<file path="src/rtl/if_stage.sv">
// Instruction-fetch stage: owns the PC, drives the instruction-memory address and
// loads the returned word into the IF/ID register, with stall, redirect/squash and halt.
module if_stage #(
  parameter int unsigned IM_BYTES = 40,
  parameter logic [31:0] RESET_PC = 32'd0
) (
  input  logic        clk,
  input  logic        rst_n,
  input  logic        stall,
  input  logic        branch_taken,
  input  logic [31:0] branch_target,
  output logic [31:0] PCout,
  input  logic [31:0] IMout,
  output logic [31:0] IFID_instr,
  output logic [31:0] IFID_pcplus4,
  output logic        IFID_valid,
  output logic        done,
  output logic [15:0] fetch_count
);

  localparam logic [31:0] IM_LIMIT = 32'(IM_BYTES);
  localparam logic [31:0] PC_INIT  = RESET_PC & ~32'd3;

  logic [31:0] pc;
  logic [31:0] pc_plus4;
  logic [31:0] target_aligned;

  assign pc_plus4       = pc + 32'd4;
  assign target_aligned = branch_target & ~32'd3;
  assign PCout          = pc;

  // Fetch halts once the PC leaves the image; IM reads beyond it are undefined.
  assign done = (pc >= IM_LIMIT);

  // Priority: reset, redirect (beats stall), stall, halted bubble, normal fetch.
  always_ff @(posedge clk) begin
    if (!rst_n) begin
      pc           <= PC_INIT;
      IFID_instr   <= 32'd0;
      IFID_pcplus4 <= 32'd0;
      IFID_valid   <= 1'b0;
      fetch_count  <= 16'd0;
    end else if (branch_taken) begin
      pc         <= target_aligned;
      IFID_instr <= 32'd0;
      IFID_valid <= 1'b0;
    end else if (stall) begin
      pc <= pc;
    end else if (done) begin
      IFID_instr <= 32'd0;
      IFID_valid <= 1'b0;
    end else begin
      pc           <= pc_plus4;
      IFID_instr   <= IMout;
      IFID_pcplus4 <= pc_plus4;
      IFID_valid   <= 1'b1;
      if (fetch_count != 16'hFFFF) begin
        fetch_count <= fetch_count + 16'd1;
      end
    end
  end

endmodule

</file>
<file path="config.mk">
export PLATFORM = sky130hd
export DESIGN_NAME = if_stage
export DESIGN_NICKNAME = d
export VERILOG_FILES = /design/src/rtl/if_stage.sv
export SDC_FILE = /design/constraint.sdc
export NUM_CORES = 1
export LEC_CHECK = 0
export ABC_CLOCK_PERIOD_IN_PS = 2640
export CORE_UTILIZATION = 42
export DETAILED_ROUTE_END_ITERATION = 12
export PLACE_DENSITY = 0.84
export SLEW_MARGIN = 20
export SYNTH_ARGS = -nofsm -noshare
export SYNTH_HDL_FRONTEND = slang
export SYNTH_SLANG_ARGS = --single-unit
</file>
<file path="constraint.sdc">
create_clock -name clk -period 2.64 [get_ports clk]
set_input_delay 0.264 -clock clk [delete_from_list [all_inputs] [get_ports clk]]
set_output_delay 0.264 -clock clk [all_outputs]
set_load 0.02 [all_outputs]
</file>
### Word level (Yosys, flattened, before mapping)

Cells that the tools add are included.

* register bits: 113
* bits of input ports: 68
* output and inout port bits: 114

* add/sub/neg operators: 2
* order comparisons: 1
* equality and inequality tests: 3
* mux-type cells: 5
* bitwise operators: 4
* reductions and logical operators: 5

Operators with widths (number)
* 32-bit two-way mux: 4
* 32-bit by 3-bit adder with 32-bit output, second input constant: 1
* 32-bit by 6-bit >= comparator with 1-bit output, second input constant: 1
* 16-bit by 1-bit adder with 16-bit output, second input constant: 1
* 16-bit inequality test, second input constant: 1
* 1-bit inverter: 4
* 2-bit AND reduction: 2
* 4-bit AND reduction: 1
* 3-bit AND reduction: 1
* 2-bit by 1-bit inequality test with 1-bit output, second input constant: 1
* 2-bit inequality test, second input constant: 1
* 2-bit OR reduction: 1
* 1-bit two-way mux: 1

### Depth between registers and ports, before layout

Gate-level depths: netlist of run 1.

* depth in word-level cells: 4
* gate-level depth with buffers: 9

### Least setup slack after synthesis of run 1

No wires, ideal clock.

* path kind: register to register
* start: reg pc[2], in the netlist PCout[2]
* end: reg fetch_count[10]
* arrival time: 2134 ps
* required time: 2568 ps
* slack: 434 ps
* cell stages (with the launch flop): 10
* buffers on the path: 2
* period minus slack after synthesis: 2206 ps
* cells stage by stage: dfxtp_1 -> inv_1 -> ha_1 -> o31a_1 -> nor3_4 -> nand3_4 -> buf_6 -> buf_2 -> nor4_1 -> mux2i_1

* word-level cells in the longest chain between the ends: 3

RTL lines
* from (decl): line 24 `logic [31:0] pc;`
* from (signal assigned): line 44 `pc <= target_aligned;`
* from (signal assigned): line 48 `pc <= pc;`
* from (signal assigned): line 53 `pc <= pc_plus4;`
* 32-bit by 6-bit >= comparator with 1-bit output: line 33 `assign done = (pc >= IM_LIMIT);`
* 1-bit inverter (no source line)
* 4-bit AND reduction (no source line)
* to (signal assigned): line 58 `fetch_count <= fetch_count + 16'd1;`
* to (decl): line 18 `output logic [15:0] fetch_count`

No other way between the ends.
A chain may end at the register's enable or synchronous reset.

### Worst setup path after layout of run 1

* start: reg pc[6], in the netlist PCout[6]
* end: out done

* word-level cells in the longest chain between the ends: 1

RTL lines
* 32-bit by 6-bit >= comparator with 1-bit output: line 33
* to (decl): line 17 `output logic done,`

No other way between the ends.

==> results of run 1 <==
per-stage QoR:
| stage | cell area, µm² | worst slack, ns | hold slack [ns] | total power [mW] | utilization |
|---|---|---|---|---|---|
| 3_5_place_dp | 6052 | 0.3585 | 0.4518 | 2.085 | 0.6192 |
| 4_1_cts | 6217 | 0.04342 | 0.4524 | 2.960 | 0.6361 |
| 5_1_grt | 6231 | 0.004095 | 0.4549 | 3.064 | 0.6375 |
| 2_1_floorplan | 4243 | 0.4343 | 0.4116 | 1.898 | - |
| 6_report | 6231 | 0.1653 | 0.4638 | 2.939 | 0.6375 |
| 3_3_place_gp | 6052 | 0.3717 | 0.4481 | 2.074 | 0.6192 |
flip-flops by register name, indices dropped and copies added (netlist names):
register      flops
PCout            30
IFID_pcplus4     30
IFID_instr       32
IFID_valid        1
fetch_count      16
kinds of logic (layout without fill, tap and decap cells):
kind of cell | count (synthesis) | after routing | synth area share
flip-flops | 109 | 109 | 0.5157
XOR/XNOR | 4 | 4 | 0.008281
adder cells (fa/ha/maj) | 3 | 3 | 0.008871
AO/OA/AOI/OAI | 70 | 70 | 0.09432
multiplexers | 29 | 29 | 0.06860
other | 1 | 4 | 0.0008862
buffers and inverters | 45 | 207 | 0.04701
AND/OR/NAND/NOR | 191 | 191 | 0.2564
metal layers:
metal  part of all wire  GRT usage  wire [µm]  up-vias
met5                  0          0          0        -
met4              0.032     0.1143        364        0
met3              0.049    0.03967        560       26
met2               0.50     0.3712       5701      109
met1               0.42     0.2574       4758     1799
li1                   -          -          -     1902
power by group through the flow:
stage	clock (mW)	sequential [mW]	combinational [mW]
floorplan	0	1.77	0.131
global placement	0	1.73	0.343
detailed placement	0	1.73	0.350
CTS	0.910	1.70	0.353
global route	0.984	1.70	0.377
finish	0.891	1.70	0.351
worst paths after layout:
path | startpoint | end | slack [ns] | depth (start not counted)
max | PCout[6] | done | 0.17 | 6
min | IFID_instr[21] | IFID_instr[21] | 0.46 | 2
max reg2reg | PCout[3] | fetch_count[8] | 0.41 | 6
min reg2reg | IFID_instr[21] | IFID_instr[21] | 0.46 | 2
critical path, cell delays in order, from the launching register on:
cell             delay (ns)
dfxtp_1                0.34
nor4_1                 0.37
nand4_1                0.14
buf_4                  0.18
nor3_4                 0.18
inv_1                  0.08
clkdlybuf4s50_1        0.56
area by class of cell:
cell class | count | area (µm²)
clock inverter | 2 | 10.01
inverter | 7 | 26.28
fill | 818 | 3543
tap | 133 | 166.4
multi-input combinational | 301 | 1881
sequential | 109 | 2182
timing repair buffer | 185 | 1817
clock buffer | 13 | 148.9
cells in the final DEF (no fill, tap or decap), drive strengths merged, types with 5 or more instances in the layout:
cell,instances
nand2b,5
clkdlybuf4s50,173
inv,6
mux2i,29
nor2,35
and3,30
buf,12
dfxtp,109
nand3b,33
a21oi,48
or4,10
nand3,12
nor4,11
nand2,41
o31ai,11
clkbuf,13
what timing repair did:
item                                    4_1_cts  5_1_grt
hold buffers                                  0        0
buffers inserted                              0        1
endpoints found under the setup margin        1        1
resized for setup                             1        1
pin swaps                                     0        1
==> results.md, run 1 <==
* Site Rows at 36
* Sequential share of power at 0.578
* Top FF cell, synth: dfxtp_1
* Clock power frac at 0.303
* Clk Latency, worst-skew pair at 0.36 ns
* Initial antenna violation count at 0
* Fin. Hold Viols at 0
* # diodes at 0
* Global-route wire length before repair at 17510 µm
* Iter 0 DRT Violations at 140
* Worst Path Arrival at 2.21 ns
* Final setup viols at 0
* Mapped Area at 0.004232 mm²
* Largest net degree at the start of global routing at 69
* F_max at 404.1 MHz
* Routed wire length at 11380 µm
* Global route overflow at 0
* Layout cells sized above 1 at 0.04862
* Sw power at 0.7160 mW
* # nets final at 684
* Yosys Warn Count at 0
* Vias/cell at 5.115
* Die ar. at 0.01048 mm²
* Yosys cell types at 37
* GP Congestion at 0.7891
* Peak supply drop at 0.2981 mV
* Vias in the first global route at 3572
* Gate Count Post-Synth at 452
* Max_cap viols at 0
* List of most frequent post-synthesis cells: 109 x dfxtp_1, 48 x a21oi_1, 41 x nand2_1
* I/O pin cnt at 182
* Pre-antenna DRT Iters at 4
* Syn_area_per_cell at 9.362 µm²
* Max-slew headroom at 0.6334
* Slew Limit Fails at 0
* Number of enable flip-flop cells after synthesis at 0
* CTS buffer count at 9
* Fin crit share at 0.9374
* Setup Skew at 0.01296 ns
* RSZ-0062 raised after global routing: no
* Post-Layout Cell Count at 750
* Fin crit period at 2.475 ns
* Crit path kind: register to primary output
* Internal at 2.223 mW
* Crit Path Max Fanout at 3
* Clock-pin slew on the worst setup and hold paths at 0.09 ns
* Slew @ Worst Pin at 0.5498 ns
* Required time of the critical path at 2.38 ns
* Status: finished clean
* Post-synthesis sequential area ratio at 0.5157
* CTS Sinks at 109
* Worst Setup Start Kind: register
* Post-route ant nets at 0
* Post-synthesis async set-or-reset flop share at 0
* Via Count at 3836
* Input/output buffers at 175
* Setup_tns at 0 ns
* Worst Hold Class: register to register
* Synth top area share at 0.5157
* Leak at 2.264 nW
* Synth top area cells: dfxtp_1 52%, mux2i_1 6.9%, nand3b_1 5.9%
* Initial Utilization at 0.4329
* Post-synth top area cell: dfxtp_1
* Clock Tree Buf Depth at 2
* Core area at 0.009774 mm²
* Final HPWL DP at 8171 µm
* Sw frac at 0.2436
* Dpl cells at 734
* Clk root buf: clkbuf_8
* DIE HEIGHT at 102.4 µm
* TritonCTS clock tree: built
* Most frequent cell after synthesis: dfxtp_1
* Crit. End Element: primary output
* FF+latch count, synth at 109
* GRT Util Overall at 0.2164
* H-tree depth at 3
* Comb power frac at 0.119
* DRC viols at 0
* Drt wl/cell at 15.18 µm
* Chip width at 102.4 µm
* P&R area growth vs syn at 47.25%
* Pwr dens at 471.7 mW/mm²
Note: power is estimated with default switching activity, not from simulation.
==> inputs of run 2 (changes only) <==
--- a/config.mk
+++ b/config.mk
@@ -5,10 +5,12 @@
 export SDC_FILE = /design/constraint.sdc
 export NUM_CORES = 1
 export LEC_CHECK = 0
+export ABC_AREA = 0
 export ABC_CLOCK_PERIOD_IN_PS = 2640
 export CORE_UTILIZATION = 42
 export DETAILED_ROUTE_END_ITERATION = 12
 export PLACE_DENSITY = 0.84
+export REMOVE_ABC_BUFFERS = 1
 export SLEW_MARGIN = 20
 export SYNTH_ARGS = -nofsm -noshare
 export SYNTH_HDL_FRONTEND = slang
==> run 2 against run 1 <==
Net effect: total power grew 8.8%; clock skew shrank 0.0069 ns; global-route usage decreased by 0.73 points; non-clock buffer count is the same; worst hold slack better by 0.0028 ns; final cell count rose by 0.13%; count of clock-buffer cells in the layout shrank 2; worst setup slack worse by 0.024 ns; first-iteration DRC count up 21%; utilization up 0.76 points; die area stayed put; design area up 1.2%; largest cell class unchanged; highest routed layer unchanged.
==> results.md, run 2 (synthesis gave the netlist of run 1 again) <==
* Status: finished clean (unchanged)
* Final HPWL DP at 7915 µm (was 8171 µm)
* Final Instance Area at 0.006305 mm² (was 0.006231 mm²)
* Clock Tree Buf Depth at 2 (unchanged)
* Setup_tns at 0 ns (unchanged)
* Chip width at 102.4 µm (unchanged)
* Sw frac at 0.2344 (was 0.2436)
* Initial Utilization at 0.4329 (unchanged)
* Largest Register: IFID_instr (unchanged)
* Pre-antenna DRT Iters at 4 (unchanged)
* Largest stage delay, worst path at 0.56 ns (about the same)
* Fin Hold WS at 0.4667 ns (was 0.4638 ns)
* Leak at 2.296 nW (was 2.264 nW)
* Core area at 0.009774 mm² (unchanged)
* GP Congestion at 0.8032 (was 0.7891)
* Die ar. at 0.01048 mm² (unchanged)
* Clk Latency, worst-skew pair at 0.37 ns (was 0.36 ns)
* Required time of the critical path at 2.38 ns (about the same)
* Clock-pin slew on the worst setup and hold paths at 0.10 ns (was 0.09 ns)
* CP cell instances: nor4_1, nand3_1, nor3_4, inv_1, clkdlybuf4s50_1 (was nor4_1, nand4_1, buf_4, nor3_4, inv_1, clkdlybuf4s50_1)
* Dpl cells at 733 (was 734)
* Max-slew headroom at 0.6388 (was 0.6334)
* I/O pin cnt at 182 (unchanged)
* Util after Layout at 0.6450 (was 0.6375)
* Fin. Hold Viols at 0 (unchanged)
* RSZ-0062 raised after global routing: no (unchanged)
* Peak supply drop at 0.2864 mV (was 0.2981 mV)
* TritonCTS clock tree: built (unchanged)
* Largest net degree at the start of global routing at 69 (unchanged)
* F_max at 400.2 MHz (was 404.1 MHz)
* Max reg flops at 32 (unchanged)
* Most frequent cells in the layout: 173 x clkdlybuf4s50_1, 109 x dfxtp_1, 48 x a21oi_1, 41 x nand2_1, 35 x nor2_1 (unchanged)
* Crit path kind: register to primary output (unchanged)
* Slowest CP cell: clkdlybuf4s50_1 (unchanged)
* Fin crit share at 0.9465 (was 0.9374)
* Global route overflow at 0 (unchanged)
* # nets final at 684 (unchanged)
* Vias/cell at 5.101 (was 5.115)
* Via Count at 3831 (was 3836)
* GRT Util Overall at 0.2091 (was 0.2164)
* Area after DPL at 0.006045 mm² (was 0.006052 mm²)
* Layout cells sized above 1 at 0.05502 (was 0.04862)
* Crit Path Max Fanout at 3 (unchanged)
* Max_cap viols at 0 (unchanged)
* Pwr dens at 507.2 mW/mm² (was 471.7 mW/mm²)
* Most common cell after layout, fill and taps aside: clkdlybuf4s50_1 (unchanged)
* Comb power frac at 0.110 (was 0.119)
* Fin crit period at 2.499 ns (was 2.475 ns)
* P&R area growth vs syn at 48.99% (was 47.25%)
* # diodes at 0 (unchanged)
* CTS Sinks at 109 (unchanged)
* DRC viols at 0 (unchanged)
* Crit. End Element: primary output (unchanged)
* Site Rows at 36 (unchanged)
* Post-Layout Cell Count at 751 (was 750)
* Internal at 2.448 mW (was 2.223 mW)
* Slew Limit Fails at 0 (unchanged)
* Sw power at 0.7498 mW (was 0.7160 mW)
* Post-route ant nets at 0 (unchanged)
* Initial antenna violation count at 0 (unchanged)
* Vias in the first global route at 3471 (was 3572)
* H-tree depth at 3 (unchanged)
* Routed wire length at 11290 µm (was 11380 µm)
* Setup Skew at 0.006087 ns (was 0.01296 ns)
* Clk root buf: clkbuf_8 (unchanged)
* Global-route wire length before repair at 17030 µm (was 17510 µm)
* Worst Path Arrival at 2.23 ns (was 2.21 ns)
* Input/output buffers at 175 (unchanged)
* Clock power frac at 0.359 (was 0.303)
* Sequential share of power at 0.531 (was 0.578)
* DIE HEIGHT at 102.4 µm (unchanged)
* Final setup viols at 0 (unchanged)
* Drt wl/cell at 15.04 µm (was 15.18 µm)
* Iter 0 DRT Violations at 169 (was 140)
* CTS buffer count at 9 (unchanged)
* Slew @ Worst Pin at 0.5418 ns (was 0.5498 ns)
* Worst Setup Start Kind: register (unchanged)
* Worst Hold Class: register to register (unchanged)
run 2: cell count changes in the layout (fill, tap and decap cells not counted):
cell,before,now
bufinv_16,0,2
clkbuf_8,10,11
clkbuf_1,3,0
clkinvlp_4,0,1
inv_6,0,1
clkinv_2,2,1
run 2: what timing repair did:
item                       CTS  global route
hold buffers                 0             0
setup buffers                2             0
gates resized for setup      0             2
pin swaps                    1             0
setup endpoints to repair    1             1
cloned                       0             0
run 2: worst paths after layout:
path | slack, ns | depth (start not counted) | startpoint | end
worst min-delay path | 0.47 | 2 | IFID_instr[1] | IFID_instr[1]
worst max register to register | 0.28 | 7 | PCout[2] | fetch_count[11]
worst min register to register | 0.47 | 2 | IFID_instr[1] | IFID_instr[1]
worst max-delay path | 0.14 | 5 | PCout[20] | done
run 2: layout make-up:
cell class | count | area (µm²)
Multi-Input combinational cell | 301 | 1881
Clock inverter | 5 | 81.33
Fill cell | 814 | 3470
Tap cell | 133 | 166.4
Clock buffer | 11 | 151.4
Sequential cell | 109 | 2182
Inverter | 7 | 26.28
Timing Repair Buffer | 185 | 1817
run 2: power groups by stage:
stage               sequential [mW]  clock, mW  combinational, mW
finish                         1.70       1.15              0.352
floorplan                      1.77          0             0.0966
CTS                            1.70       1.17              0.353
global route                   1.70       1.24              0.376
global placement               1.73          0              0.339
detailed placement             1.73          0              0.346
run 2: metal layers:
layer | part of all wire | global-route usage | routed length (µm) | vias up
li1 | - | - | - | 1912
met1 | 0.43 | 0.2620 | 4866 | 1786
met2 | 0.50 | 0.3480 | 5622 | 120
met3 | 0.056 | 0.04446 | 633 | 13
met4 | 0.015 | 0.08901 | 172 | 0
met5 | 0 | 0 | 0 | -
run 2: worst max-delay path: cells and delay by family (launching register included):
family / cells / cell delay (ns)
AND/OR/NAND/NOR: 3 / 0.90
buffers and inverters: 2 / 0.63
flip-flops: 1 / 0.34
run 2: through the flow:
stage	total power, mW	setup WS, ns
2_1_floorplan	1.863	-0.2170
3_3_place_gp	2.073	0.3911
3_5_place_dp	2.081	0.3185
4_1_cts	3.223	0.04992
5_1_grt	3.325	0.004507
6_report	3.198	0.1412
==> inputs of run 3 (changes only) <==
--- a/config.mk
+++ b/config.mk
@@ -7,6 +7,7 @@
 export LEC_CHECK = 0
 export ABC_AREA = 0
 export ABC_CLOCK_PERIOD_IN_PS = 2640
+export CORE_ASPECT_RATIO = 1.75
 export CORE_UTILIZATION = 42
 export DETAILED_ROUTE_END_ITERATION = 12
 export PLACE_DENSITY = 0.84
==> run 3 against run 2 <==
Net effect: clock power rose by 30%; largest power group unchanged; clock skew up 0.0015 ns; flip-flop and latch count stayed put; register-to-register slack worse by 0.04 ns.
==> results.md, run 3 (synthesis gave the netlist of run 1 again) <==
* Vias in the first global route at 3687 (was 3471)
* Util after Layout at 0.6486 (was 0.6450)
* Largest net degree at the start of global routing at 69 (unchanged)
* Global-route wire length before repair at 18240 µm (was 17030 µm)
* Peak supply drop at 0.3745 mV (was 0.2864 mV)
* I/O pin cnt at 182 (unchanged)
* Iter 0 DRT Violations at 284 (was 169)
* Die ar. at 0.01050 mm² (was 0.01048 mm²)
* Power Total at 3.538 mW (was 3.198 mW)
* Site Rows at 48 (was 36)
* Area occupied by multi-input gates at 0.001874 mm² (was 0.001881 mm²)
* Pwr dens at 553.9 mW/mm² (was 507.2 mW/mm²)
* # nets final at 684 (unchanged)
* Area after DPL at 0.006035 mm² (was 0.006045 mm²)
* CTS buffer count at 9 (unchanged)
* CTS Sinks at 109 (unchanged)
* GP Congestion at 0.7922 (was 0.8032)
* Crit. End Element: primary output (unchanged)
* Crit Path Max Fanout at 3 (unchanged)
* Setup Skew at 0.007576 ns (was 0.006087 ns)
* Fillers at 826 (was 814)
* Pre-antenna DRT Iters at 6 (was 4)
* Most frequent cells in the layout: 173 x clkdlybuf4s50_1, 109 x dfxtp_1, 48 x a21oi_1, 41 x nand2_1, 35 x nor2_1 (unchanged)
* Core area at 0.009849 mm² (was 0.009774 mm²)
* H-tree depth at 3 (unchanged)
* GRT Util Overall at 0.2220 (was 0.2091)
* Via Count at 3889 (was 3831)
* Worst Path Arrival at 2.34 ns (was 2.23 ns)
* DRC viols at 0 (unchanged)
* Post-route ant nets at 0 (unchanged)
* Worst Setup Start Kind: register (unchanged)
* Initial antenna violation count at 1 (was 0)
* Fin Hold WS at 0.4624 ns (was 0.4667 ns)
* Status: finished clean (unchanged)
* Final Instance Area at 0.006389 mm² (was 0.006305 mm²)
* Final setup viols at 0 (unchanged)
* Fin. Hold Viols at 0 (unchanged)
* Layout cells sized above 1 at 0.05340 (was 0.05502)
* Leak at 2.343 nW (was 2.296 nW)
* Max-slew headroom at 0.6312 (was 0.6388)
* Post-Layout Cell Count at 744 (was 751)
* Clock-pin slew on the worst setup and hold paths at 0.07 ns (was 0.10 ns)
* Drt wl/cell at 15.77 µm (was 15.04 µm)
* Largest Register: IFID_instr (unchanged)
* Max reg flops at 32 (unchanged)
* Hold buffers post-CTS at 0 (unchanged)
* Fin crit share at 0.9873 (was 0.9465)
* Vias/cell at 5.227 (was 5.101)
* Clk root buf: clkbuf_16 (was clkbuf_8)
* TritonCTS clock tree: built (unchanged)
* Slew Limit Fails at 0 (unchanged)
* Initial Utilization at 0.4296 (was 0.4329)
* Input/output buffers at 175 (unchanged)
* DIE HEIGHT at 134.8 µm (was 102.4 µm)
* Global route overflow at 0 (unchanged)
* Required time of the critical path at 2.38 ns (about the same)
* Max_cap viols at 0 (unchanged)
* Most common cell after layout, fill and taps aside: clkdlybuf4s50_1 (unchanged)
* Slew @ Worst Pin at 0.5532 ns (was 0.5418 ns)
* Reg area at 0.002182 mm² (unchanged)
* Routed wire length at 11740 µm (was 11290 µm)
* Clk Latency, worst-skew pair at 0.35 ns (was 0.37 ns)
* Worst Hold Class: register to register (unchanged)
* Final HPWL DP at 8286 µm (was 7915 µm)
* Fin crit period at 2.607 ns (was 2.499 ns)
* P&R area growth vs syn at 50.98% (was 48.99%)
* Clock Tree Buf Depth at 2 (unchanged)
* F_max at 383.7 MHz (was 400.2 MHz)
* Chip width at 77.88 µm (was 102.4 µm)
* Dpl cells at 725 (was 733)
* Crit path kind: register to primary output (unchanged)
==> run 3: critical path, stage by stage, from the launching register on <==
cell             delay (ns)
dfxtp_1                0.33
nor4_1                 0.44
nand3_1                0.32
nor3_4                 0.26
inv_1                  0.08
clkdlybuf4s50_1        0.57
==> run 3: path summary, 6_finish.rpt <==
check,start,endpoint,slack [ns],cells past startpoint
worst max-delay path,PCout[24],done,0.03,5
worst min register to register,IFID_instr[6],IFID_instr[6],0.46,2
worst max register to register,PCout[2],fetch_count[12],0.24,7
worst min-delay path,IFID_instr[6],IFID_instr[6],0.46,2
==> run 3: layout make-up <==
type | instances | area share
repair buffers | 185 | 0.2844
well taps | 125 | 0.02448
multi-input cells | 301 | 0.2934
clock inverters | 7 | 0.01645
diodes | 1 | 0.0003917
flip-flops and latches | 109 | 0.3416
clock buffers | 9 | 0.03525
inverters | 7 | 0.004113
==> run 3: per-layer routing <==
layer / share of wire / GRT usage
met1: 0.38 / 0.2426
met4: 0.040 / 0.1300
met2: 0.54 / 0.3958
met3: 0.046 / 0.03986
met5: 0 / 0
==> run 3: per-stage QoR <==
stage               worst slack [ns]     TNS, ns
floorplan                    -0.2170     -0.2354
global placement              0.3988           0
detailed placement            0.3155           0
CTS                         0.004506           0
global route              -0.0009519  -0.0009519
finish                       0.03348           0
==> run 3: what timing repair did <==
item                                    CTS  global route
endpoints found under the setup margin    0             1
setup buffers                             0             2
gates resized for setup                   0             1
==> run 3: power breakdown <==
part	internal [mW]	leakage (nW)	switching (mW)
Combinational	0.187	1.29	0.165
Clock	0.849	0.164	0.639
Sequential	1.67	0.884	0.0266
